### src/rtl/mips_pipe_pkg.sv
// Shared definitions for the elastic MIPS pipeline stage registers:
// slot state encoding, bubble control values and per-boundary bundle widths.
package mips_pipe_pkg;

   typedef enum logic [1:0] {
      EMPTY = 2'd0,
      FULL1 = 2'd1,
      FULL2 = 2'd2
   } slot_state_e;

   localparam int          CTRL_W_DEFAULT = 16;
   localparam int          DATA_W_DEFAULT = 96;
   localparam logic [15:0] CTRL_NOP_16    = 16'h0000;

   localparam int IF_ID_CTRL_W  = 16;
   localparam int IF_ID_DATA_W  = 64;
   localparam int ID_EX_CTRL_W  = 16;
   localparam int ID_EX_DATA_W  = 96;
   localparam int EX_MEM_CTRL_W = 16;
   localparam int EX_MEM_DATA_W = 96;
   localparam int MEM_WB_CTRL_W = 16;
   localparam int MEM_WB_DATA_W = 96;

   // The state encoding doubles as the entry count.
   function automatic logic [1:0] slot_count(input slot_state_e s);
      return s;
   endfunction

endpackage

### src/rtl/pipe_slot.sv
// One {ctrl,data} holding register with a load enable; used for both the
// main and the skid entry of pipe_stage_elastic.
module pipe_slot #(
   parameter int W = 8
) (
   input  logic         Clk,
   input  logic         Reset,
   input  logic         load_i,
   input  logic [W-1:0] d_i,
   output logic [W-1:0] q_o
);

   logic [W-1:0] slot_q;

   // NOTE: sequential state uses non-blocking assignments only, and this
   // register is cleared by reset so out_data reads 0 before the first load.
   always_ff @(posedge Clk or posedge Reset) begin
      if (Reset) begin
         slot_q <= '0;
      end else if (load_i) begin
         slot_q <= d_i;
      end
   end

   assign q_o = slot_q;

endmodule

### src/rtl/pipe_stage_elastic.sv
// Elastic valid/ready pipeline register between two MIPS stages, with flush
// and an optional skid entry that makes in_ready a registered signal.
module pipe_stage_elastic
   import mips_pipe_pkg::*;
#(
   parameter int                 CTRL_W   = CTRL_W_DEFAULT,
   parameter int                 DATA_W   = DATA_W_DEFAULT,
   parameter logic [CTRL_W-1:0]  CTRL_NOP = '0,
   parameter int                 SKID     = 1
) (
   input  logic              Clk,
   input  logic              Reset,
   input  logic              in_valid,
   output logic              in_ready,
   input  logic [CTRL_W-1:0] in_ctrl,
   input  logic [DATA_W-1:0] in_data,
   input  logic              flush,
   output logic              out_valid,
   input  logic              out_ready,
   output logic [CTRL_W-1:0] out_ctrl,
   output logic [DATA_W-1:0] out_data,
   output logic [1:0]        occupancy
);

   localparam int W = CTRL_W + DATA_W;

   slot_state_e  state_q, state_d;
   logic         acc, pop;
   logic         load_main, load_skid, main_from_skid;
   logic [W-1:0] in_word, skid_word, main_d, main_word;

   assign in_word   = {in_ctrl, in_data};
   assign out_valid = (state_q != EMPTY);
   assign in_ready  = (SKID != 0) ? (state_q != FULL2) : (!out_valid || out_ready);
   assign acc       = in_valid && in_ready;
   assign pop       = out_valid && out_ready;

   // NOTE: every signal written here gets a default first, so no latch is inferred.
   always_comb begin
      state_d        = state_q;
      load_main      = 1'b0;
      load_skid      = 1'b0;
      main_from_skid = 1'b0;
      case (state_q)
         EMPTY: begin
            if (acc) begin
               load_main = 1'b1;
               state_d   = FULL1;
            end
         end
         FULL1: begin
            if (acc && pop) begin
               load_main = 1'b1;
            end else if (acc) begin
               load_skid = (SKID != 0);
            end else if (pop) begin
               state_d = EMPTY;
            end
         end
         FULL2: begin
            if (pop) begin
               load_main      = 1'b1;
               main_from_skid = 1'b1;
               state_d        = FULL1;
            end
         end
         default: state_d = EMPTY;
      endcase
      if (load_skid) begin
         state_d = FULL2;
      end
      // Flush beats both transfers: the same-edge input is dropped too.
      if (flush) begin
         state_d   = EMPTY;
         load_main = 1'b0;
         load_skid = 1'b0;
      end
   end

   always_ff @(posedge Clk or posedge Reset) begin
      if (Reset) begin
         state_q <= EMPTY;
      end else begin
         state_q <= state_d;
      end
   end

   assign main_d = main_from_skid ? skid_word : in_word;

   pipe_slot #(.W(W)) u_main (
      .Clk    (Clk),
      .Reset  (Reset),
      .load_i (load_main),
      .d_i    (main_d),
      .q_o    (main_word)
   );

   generate
      if (SKID != 0) begin : g_skid
         pipe_slot #(.W(W)) u_skid (
            .Clk    (Clk),
            .Reset  (Reset),
            .load_i (load_skid),
            .d_i    (in_word),
            .q_o    (skid_word)
         );
      end else begin : g_no_skid
         assign skid_word = '0;
      end
   endgenerate

   // Bubbles always present CTRL_NOP so downstream enables read inactive.
   assign out_ctrl  = out_valid ? main_word[W-1 -: CTRL_W] : CTRL_NOP;
   assign out_data  = main_word[DATA_W-1:0];
   assign occupancy = slot_count(state_q);

endmodule

### config.mk
export PLATFORM = sky130hd
export DESIGN_NAME = pipe_stage_elastic
export DESIGN_NICKNAME = d
export VERILOG_FILES = /design/src/rtl/mips_pipe_pkg.sv /design/src/rtl/pipe_slot.sv /design/src/rtl/pipe_stage_elastic.sv
export SDC_FILE = /design/constraint.sdc
export NUM_CORES = 1
export LEC_CHECK = 0
export CORE_UTILIZATION = 55
export CTS_CLUSTER_DIAMETER = 150
export CTS_CLUSTER_SIZE = 8
export DETAILED_ROUTE_END_ITERATION = 7
export PLACE_DENSITY = 0.85
export SLEW_MARGIN = 20
export SYNTH_ARGS = -nofsm -noshare
export SYNTH_HDL_FRONTEND = slang
export SYNTH_SLANG_ARGS = --single-unit
### constraint.sdc
create_clock -name Clk -period 16 [get_ports Clk]
set_input_delay 4 -clock Clk [delete_from_list [all_inputs] [get_ports Clk]]
set_output_delay 4 -clock Clk [all_outputs]
set_load 0.01 [all_outputs]
**Yosys cells after proc, flatten, opt, wreduce, memory -nomap -nowiden**

Cells that the tools add are included.

- Memories kept: 0
- Logic and storage cells: 36
- Bits in registers: 226
- Input bits: 117
- Latch bits: 0
- Bits in read-only memories: 0
- RAM bits: 0
- Output and inout port bits: 116

- Magnitude comparators: 0
- Muxes and demuxes: 19
- Bitwise operators: 0
- Shift operators: 0
- Div/mod/pow operators: 0
- Reduce and logical (&&, ||, !) cells: 6
- Eq/ne operators: 8
- $mul: 0
- Add/sub/neg operators: 0

Operators with widths:

| cell | count |
|---|---|
| $mux 112 | 1 |
| $ne 4x4->1 const B | 5 |
| $mux 16 | 1 |
| $mux 2 | 7 |
| $mux 1 | 8 |
| $pmux 2 s3 | 1 |
| $reduce_and 5->1 | 1 |
| $logic_and 1x1->1 | 3 |
| $pmux 1 s3 | 1 |
| $eq 2x1->1 const B | 1 |
| $eq 2x2->1 const B | 1 |
| $logic_not 2->1 | 1 |
| $ne 2x2->1 const B | 1 |
| $reduce_bool 2->1 | 1 |

**Depth between registers and ports, before layout**

Gate-level depths: netlist of the first run.

- Word-level depth: 8
- Mapped depth: 6
- Gate-level depth less buffers: 4

**Modules after synthesis**

From an unflattened synthesis of the first run, not the netlist that was laid out.

- Cell total of the unflattened synthesis: 632
- Area, all modules: 10183.5 µm²

Modules (own cells, without submodules):

| module | times used | cells an instance | area an instance (µm²) | sequential area each (µm²) |
|---|---|---|---|---|
| pipe_slot | 2 | 237 | 4180.3 | 2802.7 |
| pipe_stage_elastic | 1 | 158 | 1823.0 | 50.0 |

**Worst setup path after synthesis of the first run**

Ideal clock, no wire load.

- Path type: input -> register
- Start point: in in_valid
- End point: reg g_skid.u_skid.slot_q[70], in the netlist g_skid.u_skid.q_o[70]
- Setup slack: 10.720 ns
- Library setup time: 0.125 ns
- Required time: 15.875 ns
- Stages: 5
- Arrival time: 5.155 ns
- Path buffers: 2
- Cell sequence: nor2b_1 nor3b_2 buf_2 buf_4 mux2_2

- Longest elaborated chain between the ends: 5
- Elaborated cells on any way between the ends: 6
- Classes of those cells: 4 x mux; 2 x reduce/logical

RTL lines:

| what | RTL line | source |
|---|---|---|
| start, declared | pipe_stage_elastic.sv:13 | `input logic in_valid,` |
| $logic_and 1x1->1 (*) | pipe_stage_elastic.sv:35 | `assign acc = in_valid && in_ready;` |
| $mux 1 or $logic_and 1x1->1 (tied branches) | pipe_stage_elastic.sv:54, pipe_stage_elastic.sv:52 |  |
| $mux 1 (*) | pipe_stage_elastic.sv:52 | `if (acc && pop) begin` |
| $mux 1 (*) | pipe_stage_elastic.sv:44 | `case (state_q)` |
| $mux 1 (*) | pipe_stage_elastic.sv:73 | `if (flush) begin` |
| end signal, assigned | pipe_slot.sv:21 | `slot_q <= d_i;` |
| end, declared | pipe_slot.sv:13 | `logic [W-1:0] slot_q;` |

Mark *: on every way between the ends. The rest lies on a longest branch, timed or not.
A chain may end at the register's enable or synchronous reset.

**Worst setup path in the final report of the first run**

- Start point: in out_ready
- End point: reg u_main.slot_q[25], in the netlist u_main.q_o[25]

- Longest elaborated chain between the ends: 5
- Elaborated cells on any way between the ends: 8
- Classes of those cells: 6 x mux; 2 x reduce/logical

RTL lines:

| what | RTL line | source |
|---|---|---|
| start, declared | pipe_stage_elastic.sv:19 | `input logic out_ready,` |
| $logic_and 1x1->1 (*) | pipe_stage_elastic.sv:36 | `assign pop = out_valid && out_ready;` |
| $logic_and 1x1->1 | pipe_stage_elastic.sv:52 |  |
| $mux 1 | pipe_stage_elastic.sv:52 |  |
| $pmux 1 s3 | pipe_stage_elastic.sv:44 |  |
| $mux 1 | pipe_stage_elastic.sv:73 |  |
| end signal, assigned | pipe_slot.sv:21 |  |
| end, declared | pipe_slot.sv:13 |  |

Marks and branches as above.

==> results.toml, run 1 <==
[die]
initial_core_util = 0.5624
rows = 51
ios = 233
die_y_um = 143.1
die_area_um2 = 20470
core_um2 = 19460
die_w_um = 143.1

[synth]
synth_edf_count = 0
synth.area.top_cells = "dfrtp_1 (52%), mux2_2 (26%), mux2_4 (11%), buf_4 (7.7%), nor2b_1 (0.97%)"
synth.largest_area_cell = "dfrtp_1"
ys_types = 21
avgSynthCellArea_um2 = 15.01
yosysTopAreaCellShare = 0.5167
synth_top_cells_by_count = "mux2_2 (249), dfrtp_1 (226), buf_4 (112)"
syn-cell-area_um2 = 10950
yosys_warnings = 0
yosysSeqAreaShare = 0.5167
syn_inst = 729
ys_ff_latch = 226
yosysMostFrequentCell = "mux2_2"
async_reset_ff_frac = 1.000
synth_ff_type = "dfrtp_1"
postSynthNetCount = 846

[global_route]
overflow = 0
first_global_vias = 6376
antenna_found_initial = 0
grt_pass1_wl_um = 33280
grt_max_degree = 108
grt_usage = 0.2071

[route]
wirelength_um = 20880
vias_per_cell = 5.263
route.detailed.drc = 0
dr.pass1.iters = 3
vias = 5995
avgRoutedWirePerCell_um = 18.34
final_antenna_net_count = 0
drtIter0Drc = 136

[clocking]
cts_tree = "done"
clk_path_buf_depth = 3
cts-root-buf = "clkbuf_16"
clkLatencyLatePin_ns = 0.49
cts_resized = 0
htreeDepth = 2
numCtsBuffers = 34
cts.sinks = 226
cts-hold-fix-buffers = 0
post-cts-setup-buffers = 0
clk_pin_slew_ns = 0.05

[placed_design]
dp_hpwl_um = 12950
placedInstanceArea_um2 = 12690
port_buffers = 232
gp_congestion = 0.7272

[final_layout]
num_antenna_cells = 0
area_growth_pct = 24.51
drive_above_1_share = 0.4336
fin_nets = 989
postLayoutCoreUtil = 0.7002
final_area_um2 = 13630

[critical_path]
rr_startpoint = "occupancy[0]"
crit_slowest_cell = "buf_4"
crit_family = "buffers and inverters"
path_class = "in2reg"
endpoint_kind = "flip-flop"
crit_fanout = 63
required_ns = 16.35
path_cells = "clkdlybuf4s50_1 -> nand2_8 -> a21oi_4 -> buf_4 -> buf_4 -> mux2_2"
arrival_ns = 7.19
crit_path_max_incr_delay_ns = 0.76
cp_num_buf_inv = 3
crit_start = "out_ready"
cpMostUsedCell = "buf_4"
startpoint_type = "input pin"

[power_and_ir_drop]
switchingPower_w = 0.0004250
clockPowerShare = 0.353
p_seq_frac = 0.438
irDropWorstVdd_mv = 0.1002
power_density_nw_per_um2 = 131.0
combPwrFrac = 0.209
swShare = 0.2381
power.total_w = 0.001785
total_leakage_power_nw = 5.983
internal_power_w = 0.001360

[worst_hold_path]
min_from = "g_skid.u_skid.q_o[73]"
hold_class = "reg2reg"

[sta]
min_period_ns = 6.839
drv_slew = 0
rsz0062_at_grt = "false"
tightest_slew_ns = 0.9341
maxSlewHeadroom = 0.3773
setup-tns-final_ns = 0
fmax_mhz = 146.2
finalClockSkew_ns = 0.01211
finalSetupViolations = 0
timing.final.crit_share = 0.4274
hold_viol = 0

[run]
max_cap_violations = 0

[outcome]
status = "completed"
[worst register-to-register path: stages, from the launching register on]
cell and delay (ns):
dfrtp_1 0.44, and2b_1 0.37, nand2_8 0.37, a21oi_4 0.25, buf_4 0.56, buf_4 0.80, mux2_2 0.54
[state kept, by name (all words and copies together), names as in the netlist]
signal / count
g_skid.u_skid.q_o: 112
occupancy: 2
u_main.q_o: 112
[cell type report]
cell class,instances,area (µm²)
Fill cell,1327,5834
Tap cell,265,331.6
Sequential cell,226,5655
Multi-Input combinational cell,367,4305
Inverter,3,18.77
Clock inverter,1,8.758
Timing Repair Buffer,240,2382
Clock buffer,37,925.9
[path summary, 6_finish.rpt]
kind	endpoint	slack, ns	cells after the start
setup / recovery	u_main.q_o[25]	9.16	6
hold / removal	g_skid.u_skid.q_o[73]	0.48	1
setup reg to reg	u_main.q_o[25]	12.55	6
hold reg to reg	g_skid.u_skid.q_o[73]	0.48	1
max in group asynchronous	g_skid.u_skid.q_o[2]	9.89	4
min in group asynchronous	g_skid.u_skid.q_o[59]	4.04	2
[cells by family (layout without fill, tap and decap cells)]
group	count (synthesis)	after routing	synth area share
flops	226	226	0.5167
simple gates	26	26	0.01452
compound gates	5	5	0.003201
mux	336	336	0.3731
buf+inv	136	281	0.09248
[layout by cell type (no fill, tap or decap)]
cell,Yosys,layout
buf_4,112,8
a21oi_1,2,2
dfrtp_1,226,226
a21oi_4,0,1
nor3b_4,0,1
o21a_1,1,1
nor3_1,1,1
nor2b_1,17,17
inv_1,3,2
nand2_8,0,1
mux2_4,80,80
o22a_1,1,1
clkdlybuf4s50_1,0,232
nand2b_1,1,1
clkbuf_16,0,37
and2b_1,1,1
inv_8,0,1
mux2_2,249,249
clkinv_4,0,1
nand2_1,2,2
mux2_1,7,7
nor2_1,2,2
[per-layer routing]
metal | vias up | GRT usage | routed length, µm
li1 | 2718 | - | -
met1 | 3069 | 0.2610 | 8937
met2 | 183 | 0.3371 | 9927
met3 | 25 | 0.07277 | 1739
met4 | 0 | 0.05603 | 279
met5 | - | 0 | 0
[power by group through the flow]
stage / Clock (W) / Sequential, W / Combinational, W
2_1_floorplan: 0 / 0.000768 / 0.000276
3_3_place_gp: 0 / 0.000781 / 0.000364
3_5_place_dp: 0 / 0.000789 / 0.000374
4_1_cts: 0.000651 / 0.000783 / 0.000378
5_1_grt: 0.000671 / 0.000801 / 0.000399
6_report: 0.000631 / 0.000782 / 0.000372
[through the flow]
stage,hold WS (ns),worst slack [ns],cells
after detailed placement,0.4751,8.650,1101
final,0.4826,9.161,1139
after global routing,0.4981,9.010,1139
after floorplan,0.4541,5.809,729
after global placement,0.4639,8.697,1101
after CTS,0.4854,9.145,1139
Note: power is estimated with default switching activity, not from simulation.
==> inputs of run 2 (changes only) <==
--- a/config.mk
+++ b/config.mk
@@ -5,11 +5,11 @@
 export SDC_FILE = /design/constraint.sdc
 export NUM_CORES = 1
 export LEC_CHECK = 0
-export CORE_UTILIZATION = 55
+export CORE_UTILIZATION = 52
 export CTS_CLUSTER_DIAMETER = 150
 export CTS_CLUSTER_SIZE = 8
 export DETAILED_ROUTE_END_ITERATION = 7
-export PLACE_DENSITY = 0.85
+export PLACE_DENSITY = 0.81
 export SLEW_MARGIN = 20
 export SYNTH_ARGS = -nofsm -noshare
 export SYNTH_HDL_FRONTEND = slang
==> constraint.sdc (replaced) <==
create_clock -name Clk -period 6.7 [get_ports Clk]
set_input_delay 1.675 -clock Clk [delete_from_list [all_inputs] [get_ports Clk]]
set_output_delay 1.675 -clock Clk [all_outputs]
set_load 0.01 [all_outputs]
==> results.toml, run 2 (same netlist as run 1, synthesis figures left out) <==
[die]
initial_core_util = 0.5358
die_w_um = 147.1
core_um2 = 20430
die_y_um = 147.1
die_area_um2 = 21630
rows = 52
ios = 233

[sta]
drv_slew = 0
min_period_ns = 3.919
maxSlewHeadroom = 0.4227
timing.final.crit_share = 0.5849
finalClockSkew_ns = 0.008019
setup-tns-final_ns = 0
hold_viol = 0
fmax_mhz = 255.2
rsz0062_at_grt = "false"
finalSetupViolations = 0
tightest_slew_ns = 0.8659
hold_ws_ns = 0.4859

[critical_path]
rr_startpoint = "occupancy[0]"
endpoint_kind = "flip-flop"
required_ns = 7.06
startpoint_type = "input pin"
crit_start = "out_ready"
rrSetupSlack_ns = 3.86
crit_fanout = 72
path_class = "in2reg"
arrival_ns = 4.28

[global_route]
grt_pass1_wl_um = 34090
grt_usage = 0.1972
antenna_found_initial = 0
first_global_vias = 6561
overflow = 0
grt_max_degree = 130

[final_layout]
drive_above_1_share = 0.4330
fin_nets = 988
num_antenna_cells = 0
final_cell_mix = "mux2_2 (249), clkdlybuf4s50_1 (232), dfrtp_1 (226)"
fillers = 1461
final_common_cell = "mux2_2"
area_growth_pct = 24.69

[route]
final_antenna_net_count = 0
wirelength_um = 20360
vias = 5954
route.detailed.drc = 0
vias_per_cell = 5.209
drtIter0Drc = 170
dr.pass1.iters = 4
avgRoutedWirePerCell_um = 17.82

[clocking]
htreeDepth = 2
cts_tree = "done"
numCtsBuffers = 34
cts-root-buf = "clkbuf_16"
clk_pin_slew_ns = 0.05
clkLatencyLatePin_ns = 0.48
clk_path_buf_depth = 3
post-cts-setup-buffers = 0
cts.sinks = 226
cts-hold-fix-buffers = 0
cts_resized = 0

[placed_design]
port_buffers = 232
dp_hpwl_um = 12830
gp_congestion = 0.7256

[outcome]
status = "completed"

[worst_hold_path]
hold_class = "reg2reg"
min_from = "g_skid.u_skid.q_o[78]"

[power_and_ir_drop]
power_density_nw_per_um2 = 311.3
irDropWorstVdd_mv = 0.2007
total_leakage_power_nw = 5.979

[run]
max_cap_violations = 0
-- run 2: stage by stage --
step | power [W] | worst slack (ns) | cell area (µm²) | instances | utilization
after floorplan | 0.002493 | 2.073 | 10950 | 729 | -
after global placement | 0.002739 | 2.293 | 12710 | 1105 | 0.6223
after detailed placement | 0.002781 | 2.256 | 12710 | 1105 | 0.6223
after CTS | 0.004314 | 2.765 | 13650 | 1143 | 0.6681
after global routing | 0.004466 | 2.653 | 13650 | 1143 | 0.6681
final | 0.004249 | 2.781 | 13650 | 1143 | 0.6681
-- run 2: layer usage --
| layer | global-route usage | vias to the layer above | wire (µm) |
|---|---|---|---|
| met5 | 0 | - | 0 |
| met4 | 0.05464 | 0 | 378 |
| met3 | 0.06739 | 34 | 1739 |
| met2 | 0.3146 | 195 | 9645 |
| met1 | 0.2558 | 3003 | 8602 |
| li1 | - | 2722 | - |
-- run 2: worst max-delay path, cell delays in order --
cell	delay, ns
clkdlybuf4s50_1	0.55
nand2_8	0.58
buf_4	0.74
mux2_2	0.42
mux2_2	0.27
-- run 2: worst paths after layout --
kind                                              end  cells after the start
worst max-delay path                   u_main.q_o[58]                      5
worst min-delay path            g_skid.u_skid.q_o[78]                      1
worst max register to register         u_main.q_o[58]                      5
worst min register to register  g_skid.u_skid.q_o[78]                      1
max in group asynchronous       g_skid.u_skid.q_o[68]                      3
min in group asynchronous              u_main.q_o[93]                      2
-- run 2: where the power goes --
part	internal (W)	switching, W	total [W]
combinational	0.000590	0.000301	0.000891
clock	0.000959	0.000535	0.00149
sequential	0.00170	0.000165	0.00186
total	0.00325	0.00100	0.00425
-- run 2: area by class of cell --
type | count | area, µm² | area share
multi-input combinational | 367 | 4305 | 0.3155
inverter | 3 | 15.01 | 0.001100
tap | 270 | 337.8 | 0.02475
clock inverter | 1 | 8.758 | 0.0006417
timing repair buffer | 239 | 2400 | 0.1758
sequential | 226 | 5655 | 0.4144
clock buffer | 37 | 925.9 | 0.06784
